<file path="src/rtl/cavlc_pkg.sv">
// Shared CAVLC definitions: widths, the codeword struct used by the
// coeff_token / level / run_before lookups, and the packer state encoding.
package cavlc_pkg;

  localparam int CODE_W = 16;
  localparam int LEN_W  = 5;
  localparam int WORD_W = 32;
  localparam int BUF_W  = 48;
  localparam int FILL_W = 6;

  typedef struct packed {
    logic [CODE_W-1:0] bits;
    logic [LEN_W-1:0]  len;
  } vlc_code_t;

  typedef enum logic [1:0] {
    RUN,
    FLUSH,
    DONE
  } pack_state_e;

  // Lengths above 16 cannot occur legally; hardware saturates them to 16.
  function automatic logic [LEN_W-1:0] clamp_len(input logic [LEN_W-1:0] len);
    return (len > 5'd16) ? 5'd16 : len;
  endfunction

endpackage

</file>
<file path="src/rtl/cavlc_code_mask.sv">
// Masks a right-aligned codeword down to its length and aligns it so that
// its first bit lands at accumulator bit (47 - pos).
module cavlc_code_mask
  import cavlc_pkg::*;
(
  input  vlc_code_t          code,
  input  logic [FILL_W-1:0]  pos,
  output logic [BUF_W-1:0]   ins
);

  logic [LEN_W-1:0]  len_eff;
  logic [CODE_W-1:0] mask;
  logic [6:0]        shamt;
  logic [BUF_W-1:0]  vec;

  // Build the insertion vector; pos + len never exceeds 48 when accepted.
  always_comb begin
    len_eff = clamp_len(code.len);
    mask    = 16'((17'd1 << len_eff) - 17'd1);
    shamt   = 7'd48 - 7'(pos) - 7'(len_eff);
    vec     = {32'b0, code.bits & mask};
    ins     = vec << shamt;
  end

endmodule

</file>
<file path="src/rtl/cavlc_bit_packer.sv">
// CAVLC bit packer: packs variable-length codewords MSB-first into 32-bit
// words, with an explicit end-of-stream flush that emits a padded last word.
// Optional: define CAVLC_PACK_BITCNT_EN to add total_bits_o, a running count
// of accepted codeword bits that clears after each completed flush.
module cavlc_bit_packer
  import cavlc_pkg::*;
(
  input  logic        clk,
  input  logic        rst_n,
  input  logic        code_valid_i,
  input  logic [15:0] code_bits_i,
  input  logic [4:0]  code_len_i,
  output logic        code_ready_o,
  input  logic        flush_i,
  output logic        word_valid_o,
  output logic [31:0] word_data_o,
  output logic        word_last_o,
  output logic [5:0]  word_nbits_o,
  input  logic        word_ready_i,
  output logic        flush_done_o
`ifdef CAVLC_PACK_BITCNT_EN
  ,
  output logic [31:0] total_bits_o
`endif
);

  pack_state_e       state;
  logic [BUF_W-1:0]  acc_q;
  logic [FILL_W-1:0] fill_q;

  logic [LEN_W-1:0]  len_eff;
  logic              accept;
  logic              pop;
  logic [BUF_W-1:0]  acc_shift;
  logic [FILL_W-1:0] base_fill;
  logic [FILL_W-1:0] next_fill;
  logic [BUF_W-1:0]  ins;
  vlc_code_t         code_in;

  assign code_in = '{bits: code_bits_i, len: code_len_i};

  cavlc_code_mask u_mask (
    .code (code_in),
    .pos  (base_fill),
    .ins  (ins)
  );

  // Handshake and output word decode, derived only from registered state.
  always_comb begin
    len_eff      = clamp_len(code_len_i);
    code_ready_o = (state == RUN) && (fill_q <= 6'd32);
    accept       = code_valid_i && code_ready_o;
    word_valid_o = 1'b0;
    word_last_o  = 1'b0;
    word_nbits_o = 6'd0;
    word_data_o  = acc_q[47:16];
    flush_done_o = (state == DONE);
    case (state)
      RUN: begin
        if (fill_q >= 6'd32) begin
          word_valid_o = 1'b1;
          word_nbits_o = 6'd32;
        end
      end
      FLUSH: begin
        if (fill_q >= 6'd32) begin
          word_valid_o = 1'b1;
          word_nbits_o = 6'd32;
          word_last_o  = (fill_q == 6'd32);
        end else if (fill_q != 6'd0) begin
          word_valid_o = 1'b1;
          word_nbits_o = fill_q;
          word_last_o  = 1'b1;
        end
      end
      default: ;
    endcase
    pop       = word_valid_o && word_ready_i;
    acc_shift = pop ? (acc_q << 32) : acc_q;
    base_fill = pop ? (fill_q - 6'd32) : fill_q;
    next_fill = base_fill + (accept ? {1'b0, len_eff} : 6'd0);
  end

  // Accumulator, fill level and RUN/FLUSH/DONE sequencing.
  always_ff @(posedge clk or negedge rst_n) begin
    if (!rst_n) begin
      state  <= RUN;
      acc_q  <= '0;
      fill_q <= '0;
    end else begin
      case (state)
        RUN: begin
          acc_q  <= acc_shift | (accept ? ins : '0);
          fill_q <= next_fill;
          if (flush_i) state <= (next_fill == 6'd0) ? DONE : FLUSH;
        end
        FLUSH: begin
          if (fill_q == 6'd0) begin
            state <= DONE;
          end else if (pop) begin
            if (fill_q <= 6'd32) begin
              acc_q  <= '0;
              fill_q <= '0;
              state  <= DONE;
            end else begin
              acc_q  <= acc_shift;
              fill_q <= base_fill;
            end
          end
        end
        default: begin
          acc_q  <= '0;
          fill_q <= '0;
          state  <= RUN;
        end
      endcase
    end
  end

`ifdef CAVLC_PACK_BITCNT_EN
  // Running count of accepted bits, cleared once a flush completes.
  always_ff @(posedge clk or negedge rst_n) begin
    if (!rst_n) begin
      total_bits_o <= '0;
    end else if (state == DONE) begin
      total_bits_o <= '0;
    end else if (accept) begin
      total_bits_o <= total_bits_o + 32'(len_eff);
    end
  end
`endif

  // Codeword lengths above 16 are illegal at the input.
  len_legal: assert property (@(posedge clk) disable iff (!rst_n)
                              accept |-> (code_len_i <= 5'd16));

endmodule

</file>
<file path="config.mk">
export PLATFORM = sky130hd
export DESIGN_NAME = cavlc_bit_packer
export DESIGN_NICKNAME = d
export VERILOG_FILES = /design/src/rtl/cavlc_pkg.sv /design/src/rtl/cavlc_code_mask.sv /design/src/rtl/cavlc_bit_packer.sv
export SDC_FILE = /design/constraint.sdc
export NUM_CORES = 1
export LEC_CHECK = 0
export CAP_MARGIN = 10
export CORE_MARGIN = 3
export CORE_UTILIZATION = 57
export CTS_CLUSTER_DIAMETER = 60
export DETAILED_ROUTE_END_ITERATION = 8
export GPL_ROUTABILITY_DRIVEN = 0
export PLACE_DENSITY = 0.82
export SLEW_MARGIN = 20
export SYNTH_ARGS = -nofsm -noshare
export SYNTH_HDL_FRONTEND = slang
export SYNTH_SLANG_ARGS = --single-unit
</file>
<file path="constraint.sdc">
create_clock -name clk -period 3.9 [get_ports clk]
set_input_delay 0.39 -clock clk [delete_from_list [all_inputs] [get_ports clk]]
set_output_delay 0.39 -clock clk [all_outputs]
set_load 0.01 [all_outputs]
</file>
# ---- Word level (Yosys, flattened, before mapping)
# Index checks and enable logic that the tools add are counted.
dict set report word_totals {
  regBits 56
  latch_bits 0
  ramBits 0
  mem_bits_ro 0
  in_bits 26
  out_inout_bits 42
  wordCells 61
  mem_count 0
}
dict set report classes {
  n_addsub 5
  multipliers 0
  div 0
  order_cmp 3
  n_eq_ne 8
  shifts 2
  muxes 29
  n_bitwise 2
  n_reduce_logical 9
}
# op n
set ops {}
lappend ops {{$mux W48} 5}
lappend ops {{$pmux W48 S2} 1}
lappend ops {{$or A48 B48 Y48} 1}
lappend ops {{$shl A16 B7 Y48} 1}
lappend ops {{$mux W6} 7}
lappend ops {{$pmux W6 S2} 2}
lappend ops {{$and A16 B16 Y16} 1}
lappend ops {{$shl A1 B5 Y16 const A} 1}
lappend ops {{$sub A16 B1 Y16 const B} 1}
lappend ops {{$logic_not A6 Y1} 2}
lappend ops {{$mux W2} 5}
lappend ops {{$mux W5} 2}
lappend ops {{$sub A6 B6 Y7 const A} 1}
lappend ops {{$sub A7 B5 Y7} 1}
lappend ops {{$add A6 B5 Y6} 1}
lappend ops {{$eq A6 B6 Y1 const B} 1}
lappend ops {{$ge A6 B6 Y1 const B} 1}
lappend ops {{$le A6 B6 Y1 const B} 1}
lappend ops {{$ne A2 B2 Y1 const B} 3}
lappend ops {{$ne A3 B3 Y1 const B} 2}
lappend ops {{$reduce_bool A6 Y1} 1}
lappend ops {{$sub A6 B6 Y6 const B} 1}
lappend ops {{$gt A5 B5 Y1 const B} 1}
lappend ops {{$mux W1} 5}
lappend ops {{other kinds (8)} 10}

# ---- Logic depth before layout (Yosys ltp)
# Gate-level depths: netlist (run 1).
dict set report logic_depth {
  word_depth 12
  ltp_mapped 15
  ltp_nobuf 12
}

# ---- Hierarchy
# Synthesis (run 1) repeated with hierarchy kept, for this count alone.
dict set report unflattened {
  hier_cells 587
  area_unflattened_um2 5004.8
}
# mod n_inst cells_each area_each_um2 seq_area_each_um2
set by_module_without_submodules {}
lappend by_module_without_submodules {cavlc_bit_packer 1 236 2812.7 1401.3}
lappend by_module_without_submodules {cavlc_code_mask 1 351 2192.1 0.0}

# ---- Least setup slack after synthesis (run 1)
# Ideal clock, no wire load.
dict set report synth_path {
  kind {in2reg}
  start {input code_len_i[1]}
  end {register acc_q[18]}
  setup_ns 0.138
  arrival_time_ns 3.222
  slack_ns 0.540
  stages 13
  n_path_buf 4
  cell_sequence {buf_2 buf_2 nor2b_1 ha_1 inv_1 ha_1 fa_1 xor2_1 clkbuf_1 clkbuf_1 nand2_1 o32ai_1 o22ai_1}
}
dict set report synth_via {
  elab_chain_len 9
}
# item line
set synth_lines {}
lappend synth_lines {{from (decl)} cavlc_bit_packer.sv:12} ;# input logic [4:0] code_len_i,
lappend synth_lines {{$gt A5 B5 Y1} cavlc_pkg.sv:24} ;# return (len > 5'd16) ? 5'd16 : len;
lappend synth_lines {{$mux W5 *} cavlc_pkg.sv:24}
lappend synth_lines {{$shl A1 B5 Y16} cavlc_code_mask.sv:19} ;# mask = 16'((17'd1 << len_eff) - 17'd1);
lappend synth_lines {{$sub A16 B1 Y16} cavlc_code_mask.sv:19}
lappend synth_lines {{$and A16 B16 Y16} cavlc_code_mask.sv:21} ;# vec = {32'b0, code.bits & mask};
lappend synth_lines {{$shl A16 B7 Y48 *} cavlc_code_mask.sv:22} ;# ins = vec << shamt;
lappend synth_lines {{$mux W48 *} cavlc_bit_packer.sv:93} ;# acc_q <= acc_shift | (accept ? ins : '0);
lappend synth_lines {{$or A48 B48 Y48 *} cavlc_bit_packer.sv:93}
lappend synth_lines {{$pmux W48 S2 *} cavlc_bit_packer.sv:91} ;# case (state)
lappend synth_lines {{to (signal assigned)} cavlc_bit_packer.sv:93}
lappend synth_lines {{to (signal assigned)} cavlc_bit_packer.sv:106} ;# acc_q <= acc_shift;
lappend synth_lines {{to (decl)} cavlc_bit_packer.sv:28} ;# logic [BUF_W-1:0] acc_q;
# Mark *: on every way between the ends. The rest lies on a longest branch, timed or not.
# A chain may end at the register's enable or synchronous reset.

# ---- Worst setup path after layout (run 1)
dict set report layout_path {
  start {register fill_q[2]}
  end {register acc_q[37]}
}
dict set report layout_via {
  elab_chain_len 12
}
# item line
set layout_lines {}
lappend layout_lines {{from (decl)} cavlc_bit_packer.sv:29} ;# logic [FILL_W-1:0] fill_q;
lappend layout_lines {{from (signal assigned)} cavlc_bit_packer.sv:94} ;# fill_q <= next_fill;
lappend layout_lines {{from (signal assigned)} cavlc_bit_packer.sv:107} ;# fill_q <= base_fill;
lappend layout_lines {{parallel branches: the longest is 12 deep, another holds $sub A6 B6 Y7} --}
# Several ways; the timed one is not identified. The select of a mux whose other input is x is not followed.

==> key figures, run 1 <==
Status
  – Outcome: finished, violations left
  – Failing checks: design-rule violations

Synthesis
  – Post-synthesis compound-gate area fraction: 0.3352
  – Main combinational cell family by area after synthesis: compound AO/OA/AOI/OAI gates
  – Cell count after synthesis: 694
  – Post-synthesis simple-gate area fraction: 0.2119
  – Syn_nets: 738
  – Yosys warning total: 0
  – Yosys cell types: 82
  – Top cell type by total area after synthesis: dfrtp_1
  – Ys flop type: dfrtp_1
  – Area share of fa/ha/maj cells after synthesis: 0.04591
  – Post-Syn Area: 5450 µm²
  – Top cells by area, synth: dfrtp_1, nand2_1, o21ai_0
  – Syn_area_per_cell: 7.853 µm²
  – Portion of netlist area occupied by mux cells: 0.04086
  – Seq/Total Area, Yosys: 0.2571
  – Register bit count reported by yosys: 56
  – Fraction of registers with async set/reset: 1.000
  – Post-synth EDFFs: 0
  – Yosys top cell area share: 0.2571
  – Synth Area in XOR/XNOR: 0.01286

Worst setup path
  – Crit-path max cell delay: 0.60 ns
  – Setup crit start kind: flip-flop
  – Buf/Inv on CP: 3
  – WP data required: 4.12 ns
  – R2r setup slk: 0.28 ns
  – Crit path max-delay cell type: or4_1
  – Worst path top cell family by delay: compound AO/OA/AOI/OAI gates
  – CP dominant cell by count: buf_4
  – Worst-path maximum fanout: 18
  – Kind of critical path: flip-flop to flip-flop
  – Cells along the critical path: or4_1 -> o211ai_1 -> nand2_2 -> xnor2_1 -> ha_1 -> inv_1 -> a21oi_1 -> o2111ai_2 -> buf_4 -> nor2_2 -> buf_4 -> nand3_1 -> a311oi_1
  – CP endpoint kind: flip-flop
  – Worst path arrival time: 3.84 ns

Route
  – WL final: 18520 µm
  – Post-route ant nets: 0
  – Vias/cell: 7.199
  – First-pass DRT Iterations: 9
  – Routed WL per cell: 21.34 µm
  – Routed vias: 6249
  – DR iter-0 viols: 823
  – # DRC: 3

Clock tree
  – Clk Latency, worst-skew pair: 0.32 ns
  – PostCTS Resize Cnt: 0
  – Number of clock sinks: 56
  – TritonCTS buffer count: 5
  – Reg clk slew, reported paths: 0.11 ns
  – Root buf cell: clkbuf_8
  – Setup bufs post-CTS: 0
  – H-tree lvl count: 2
  – CTS tree: built
  – CTS hold repair buffers: 0
  – Longest Clk Path Bufs: 2

Timing
  – Worst slew pin tran: 1.009 ns
  – Setup TNS Final: 0 ns
  – Fin crit period: 3.621 ns
  – Rel. slew slack: 0.3185
  – RSZ-0062 raised after global routing: no
  – Slew Viols, Final: 0
  – Fin crit share: 0.9285
  – Fin. Hold Viols: 0
  – Max Fclk: 276.1 MHz
  – Endpoints failing setup: 0
  – Skew final: 0.01406 ns

Global route
  – Gr ovfl total: 0
  – Overall routing resource usage: 0.3343
  – Vias in the first global route: 5749
  – Initial antenna violation count: 0
  – Global-route wire length before repair: 29900 µm
  – Largest net degree at the start of global routing: 57

Die
  – Die Width: 103.8 µm
  – Ports: 68
  – Die ar.: 10770 µm²
  – Die Span Y: 103.8 µm
  – Initial core utilization: 0.5871
  – CORE AREA: 9284 µm²
  – Rows: 35

Place
  – Dpl cells: 860
  – Post-detail-place hpwl: 13940 µm
  – IO Port Bufs: 67

Final layout
  – Proportion of layout cells with a drive suffix above 1: 0.1164
  – FILL cells: 811
  – ANT cells: 0
  – Nets@finish: 782
  – Final Util: 0.6817
  – Non-Filler Instances: 868
  – Area grow syn2layout: 16.12%

Min path
  – Hold WC Path Type: input port to async pin

Power and ir drop
  – PwrDens: 864.3 nW/µm²
  – Peak supply drop: 0.6169 mV
  – Leakage: 2.469 nW

Job
  – Maxcap violations: 0
sequential cells by signal, indices dropped and copies added (netlist names):
| register | cells |
|---|---|
| state | 2 |
| fill_q | 6 |
| acc_q | 48 |
where the power goes:
group          leakage [nW]  total [mW]  switching, mW  internal [mW]
sequential            0.766       0.967          0.184          0.782
combinational          1.66        4.17           2.57           1.60
clock                0.0414       0.335          0.206          0.129
total                  2.47        5.47           2.96           2.51
path summary, 6_finish.rpt:
check                           from         to  cells past startpoint
max                        fill_q[2]  acc_q[37]                     13
min                            rst_n  acc_q[25]                      2
max in group asynchronous      rst_n   acc_q[6]                      2
min in group clk           acc_q[14]  acc_q[14]                      2
min reg2reg                acc_q[14]  acc_q[14]                      2
max reg2reg                fill_q[2]  acc_q[37]                     13
cells in the mapped netlist, types with 6 or more instances:
cell type  count
clkbuf_1      28
buf_4         32
buf_2         17
mux2i_1       11
o21ai_0       48
a21o_1         9
nand2_1       78
a22oi_1        7
nand2b_1      13
and3_1         8
nor4_1         9
inv_1         17
ha_1          16
or3_1          9
a31oi_1       13
a21oi_1       34
dfrtp_1       56
or2_2          6
nand3_1       22
o32ai_1        6
a32oi_1        6
a311oi_1       7
a221oi_1      13
a211oi_1      12
o31ai_1        6
o22ai_1       11
a22o_1         8
o211ai_1      26
nor2_1        37
nor3_1        19
nor2b_1        6
mux2_2         8
metal layers:
metal | vias to the layer above | routed length [µm] | global-route usage
li1 | 2715 | - | -
met3 | 131 | 2172 | 0.06916
met1 | 2895 | 7049 | 0.4398
met2 | 508 | 8278 | 0.5369
met4 | 0 | 1024 | 0.1396
met5 | - | 0 | 0
cells in the final DEF, fill, tap and decap left out, types with 13 or more instances in the layout:
master,count
nand2_1,78
clkdlybuf4s50_1,66
dfrtp_1,56
buf_4,49
o21ai_0,48
nor2_1,37
a21oi_1,34
o211ai_1,26
nand3_1,22
nor3_1,19
inv_1,17
ha_1,16
nand2b_1,13
a221oi_1,13
a31oi_1,13
area by class of cell:
| class | instances | area [µm²] | area share |
|---|---|---|---|
| multi-input cells | 538 | 3532 | 0.5581 |
| flip-flops and latches | 56 | 1401 | 0.2214 |
| repair buffers | 118 | 1074 | 0.1696 |
| well taps | 129 | 161.4 | 0.02550 |
| clock buffers | 6 | 72.57 | 0.01147 |
| inverters | 19 | 71.32 | 0.01127 |
| clock inverters | 2 | 16.27 | 0.002570 |
stage by stage:
stage | setup slack [ns] | total power [mW] | hold slack (ns) | area, µm²
finish | 0.2787 | 5.470 | 0.1894 | 6329
global route | 0.07417 | 5.737 | 0.2490 | 6329
CTS | 0.3646 | 5.283 | 0.2207 | 6329
detailed placement | 0.1284 | 4.945 | 0.4694 | 6240
global placement | 0.2500 | 4.844 | 0.4622 | 6240
floorplan | 0.5401 | 3.577 | 0.09441 | 5450
logic make-up after synthesis:
logic type / count (synthesis)
muxes: 20
xor gates and xnor gates: 8
and+or+nand+nor: 232
AOI/OAI and AO/OA: 259
DFF: 56
adders and majority gates: 19
buffers and inverters: 100
Note: power is estimated with default switching activity, not from simulation.
==> run 2: changes to the inputs <==
- CTS_BUF_LIST: default -> sky130_fd_sc_hd__clkbuf_8 sky130_fd_sc_hd__clkbuf_16
==> run 2 against run 1 <==
The flow still finishes with violations (design-rule violations). Maximum frequency hardly changed. Power fell by 0.24%. Die area did not move. First-iteration DRC count up 0.24%. Global-route usage is the same. Critical endpoint is now acc_q[40]. Largest cell class unchanged. Largest power group unchanged. Highest routed layer unchanged.
==> key figures, run 2 (synthesis results as in run 1) <==
Final layout
  – Non-Filler Instances: 868 (unchanged)
  – Most frequent cells in the layout: nand2_1, clkdlybuf4s50_1, dfrtp_1
  – Reg with most FFs: acc_q
  – Nets@finish: 782 (unchanged)
  – Area grow syn2layout: 16.12% (unchanged)
  – Final Util: 0.6817 (unchanged)
  – ANT cells: 0 (unchanged)
  – Max FFs per register: 48 (unchanged)
  – Largest regs: acc_q (48), fill_q (6), state (2)
  – Layout Cell Area excl Fill: 6329 µm² (unchanged)
  – Most common cell after layout, fill and taps aside: nand2_1
  – Proportion of layout cells with a drive suffix above 1: 0.1164 (unchanged)

Place
  – DP Worst Slack: 0.1284 ns (unchanged)
  – Dpl cells: 860 (unchanged)
  – Placed cell area: 6240 µm² (unchanged)
  – IO Port Bufs: 67 (unchanged)
  – Post-detail-place hpwl: 13940 µm (unchanged)

Timing
  – Skew final: 0.009536 ns (-0.004525 ns)
  – Slew Viols, Final: 0 (unchanged)
  – Endpoints failing setup: 0 (unchanged)
  – Setup TNS Final: 0 ns (unchanged)
  – Fin crit share: 0.9293 (about the same)
  – RSZ-0062 raised after global routing: no
  – Hold slack: 0.1950 ns (+0.005589 ns)
  – Max Fclk: 275.9 MHz (about the same)
  – Rel. slew slack: 0.3190 (+0.0004330)
  – Worst slew pin tran: 1.008 ns (-0.0006419 ns)
  – Setup ws final: 0.2759 ns (-0.002827 ns)
  – Fin. Hold Viols: 0 (unchanged)
  – Fin crit period: 3.624 ns (+0.002827 ns)

Worst setup path
  – WP data required: 4.15 ns (+0.03 ns)
  – Kind of critical path: flip-flop to flip-flop
  – Worst setup path start: fill_q[2]
  – Depth of the most critical reg-to-reg path: 12 (-1)
  – Worst-path maximum fanout: 6 (-12)
  – Cells along the critical path: or4_1 -> o211ai_1 -> nand2_2 -> xnor2_1 -> ha_1 -> inv_1 -> a21oi_1 -> o2111ai_2 -> buf_4 -> nor3_1 -> a221oi_1 -> o211ai_1
  – CP dominant cell by count: o211ai_1
  – Setup crit start kind: flip-flop
  – Worst path arrival time: 3.87 ns (+0.03 ns)
  – CP endpoint kind: flip-flop
  – Buf/Inv on CP: 2 (-1)
  – FF-to-FF End: acc_q[40]
  – Crit path max-delay cell type: or4_1
  – RR Startpoint: fill_q[2]
  – Worst path top cell family by delay: simple AND/OR/NAND/NOR gates
  – R2r setup slk: 0.28 ns (about the same)
  – Crit-path max cell delay: 0.61 ns (about the same)

Min path
  – Hold WC Path Type: input port to async pin

Global route
  – Initial antenna violation count: 0 (unchanged)
  – Vias in the first global route: 5749 (unchanged)
  – Largest net degree at the start of global routing: 57 (unchanged)
  – Gr ovfl total: 0 (unchanged)
  – Overall routing resource usage: 0.3343 (unchanged)
  – Global-route wire length before repair: 29900 µm (unchanged)

Route
  – # DRC: 6 (+3)
  – Routed vias: 6209 (-0.64%)
  – Vias/cell: 7.153 (-0.64%)
  – WL final: 18440 µm (-0.46%)
  – DR iter-0 viols: 825 (+0.24%)
  – Post-route ant nets: 0 (unchanged)
  – First-pass DRT Iterations: 9 (unchanged)
  – Routed WL per cell: 21.24 µm (-0.46%)

Clock tree
  – PostCTS Resize Cnt: 0 (unchanged)
  – Root buf cell: clkbuf_8
  – Number of clock sinks: 56 (unchanged)
  – Setup bufs post-CTS: 0 (unchanged)
  – TritonCTS buffer count: 5 (unchanged)
  – Longest Clk Path Bufs: 2 (unchanged)
  – Reg clk slew, reported paths: 0.11 ns (about the same)
  – CTS hold repair buffers: 0 (unchanged)
  – Clk Latency, worst-skew pair: 0.32 ns (about the same)
  – H-tree lvl count: 2 (unchanged)
  – CTS tree: built

Die
  – Die ar.: 10770 µm² (unchanged)
  – Die Span Y: 103.8 µm (unchanged)
  – Die Width: 103.8 µm (unchanged)
  – Ports: 68 (unchanged)
  – Rows: 35 (unchanged)
  – Initial core utilization: 0.5871 (unchanged)
  – CORE AREA: 9284 µm² (unchanged)

Status
  – Failing checks: design-rule violations
  – Outcome: finished, violations left

Power and ir drop
  – Leakage: 2.474 nW (+0.17%)
  – PwrDens: 862.3 nW/µm² (-0.24%)
  – Peak supply drop: 0.6158 mV (-0.17%)
  – Tot Pwr: 5.457 mW (-0.24%)

Job
  – Maxcap violations: 0 (unchanged)
run 2: cell types whose count changed in the layout (fill, tap and decap cells not counted):
cell      before  now
clkbuf_1       1    0
inv_1         17   18
run 2: worst max-delay path by stage:
| stage | slack (ns) | cells past startpoint | end |
|---|---|---|---|
| global route | 0.07 | 12 | acc_q[40] |
| detailed placement | 0.13 | 11 | acc_q[39] |
| finish | 0.28 | 12 | acc_q[40] |
| CTS | 0.37 | 12 | acc_q[40] |
| floorplan | 0.54 | 13 | acc_q[18] |
| global placement | 0.25 | 12 | acc_q[47] |
run 2: power by group:
part / internal [mW] / total, mW / leakage [nW] / switching (mW)
clock: 0.126 / 0.332 / 0.0455 / 0.206
sequential: 0.782 / 0.966 / 0.766 / 0.183
combinational: 1.60 / 4.16 / 1.66 / 2.56
run 2: layout make-up:
cell class | count | area [µm²]
tap | 129 | 161.4
clock inverter | 3 | 20.02
sequential | 56 | 1401
clock buffer | 5 | 68.82
inverter | 19 | 71.32
timing repair buffer | 118 | 1074
fill | 811 | 2955
multi-input combinational | 538 | 3532
run 2: routing by layer:
layer  wire, µm  global-route usage  vias to the layer above
met5          0                   0                        -
met4        965              0.1396                        0
met3       2240             0.06916                      126
met2       8316              0.5369                      506
met1       6916              0.4398                     2864
li1           -                   -                     2713
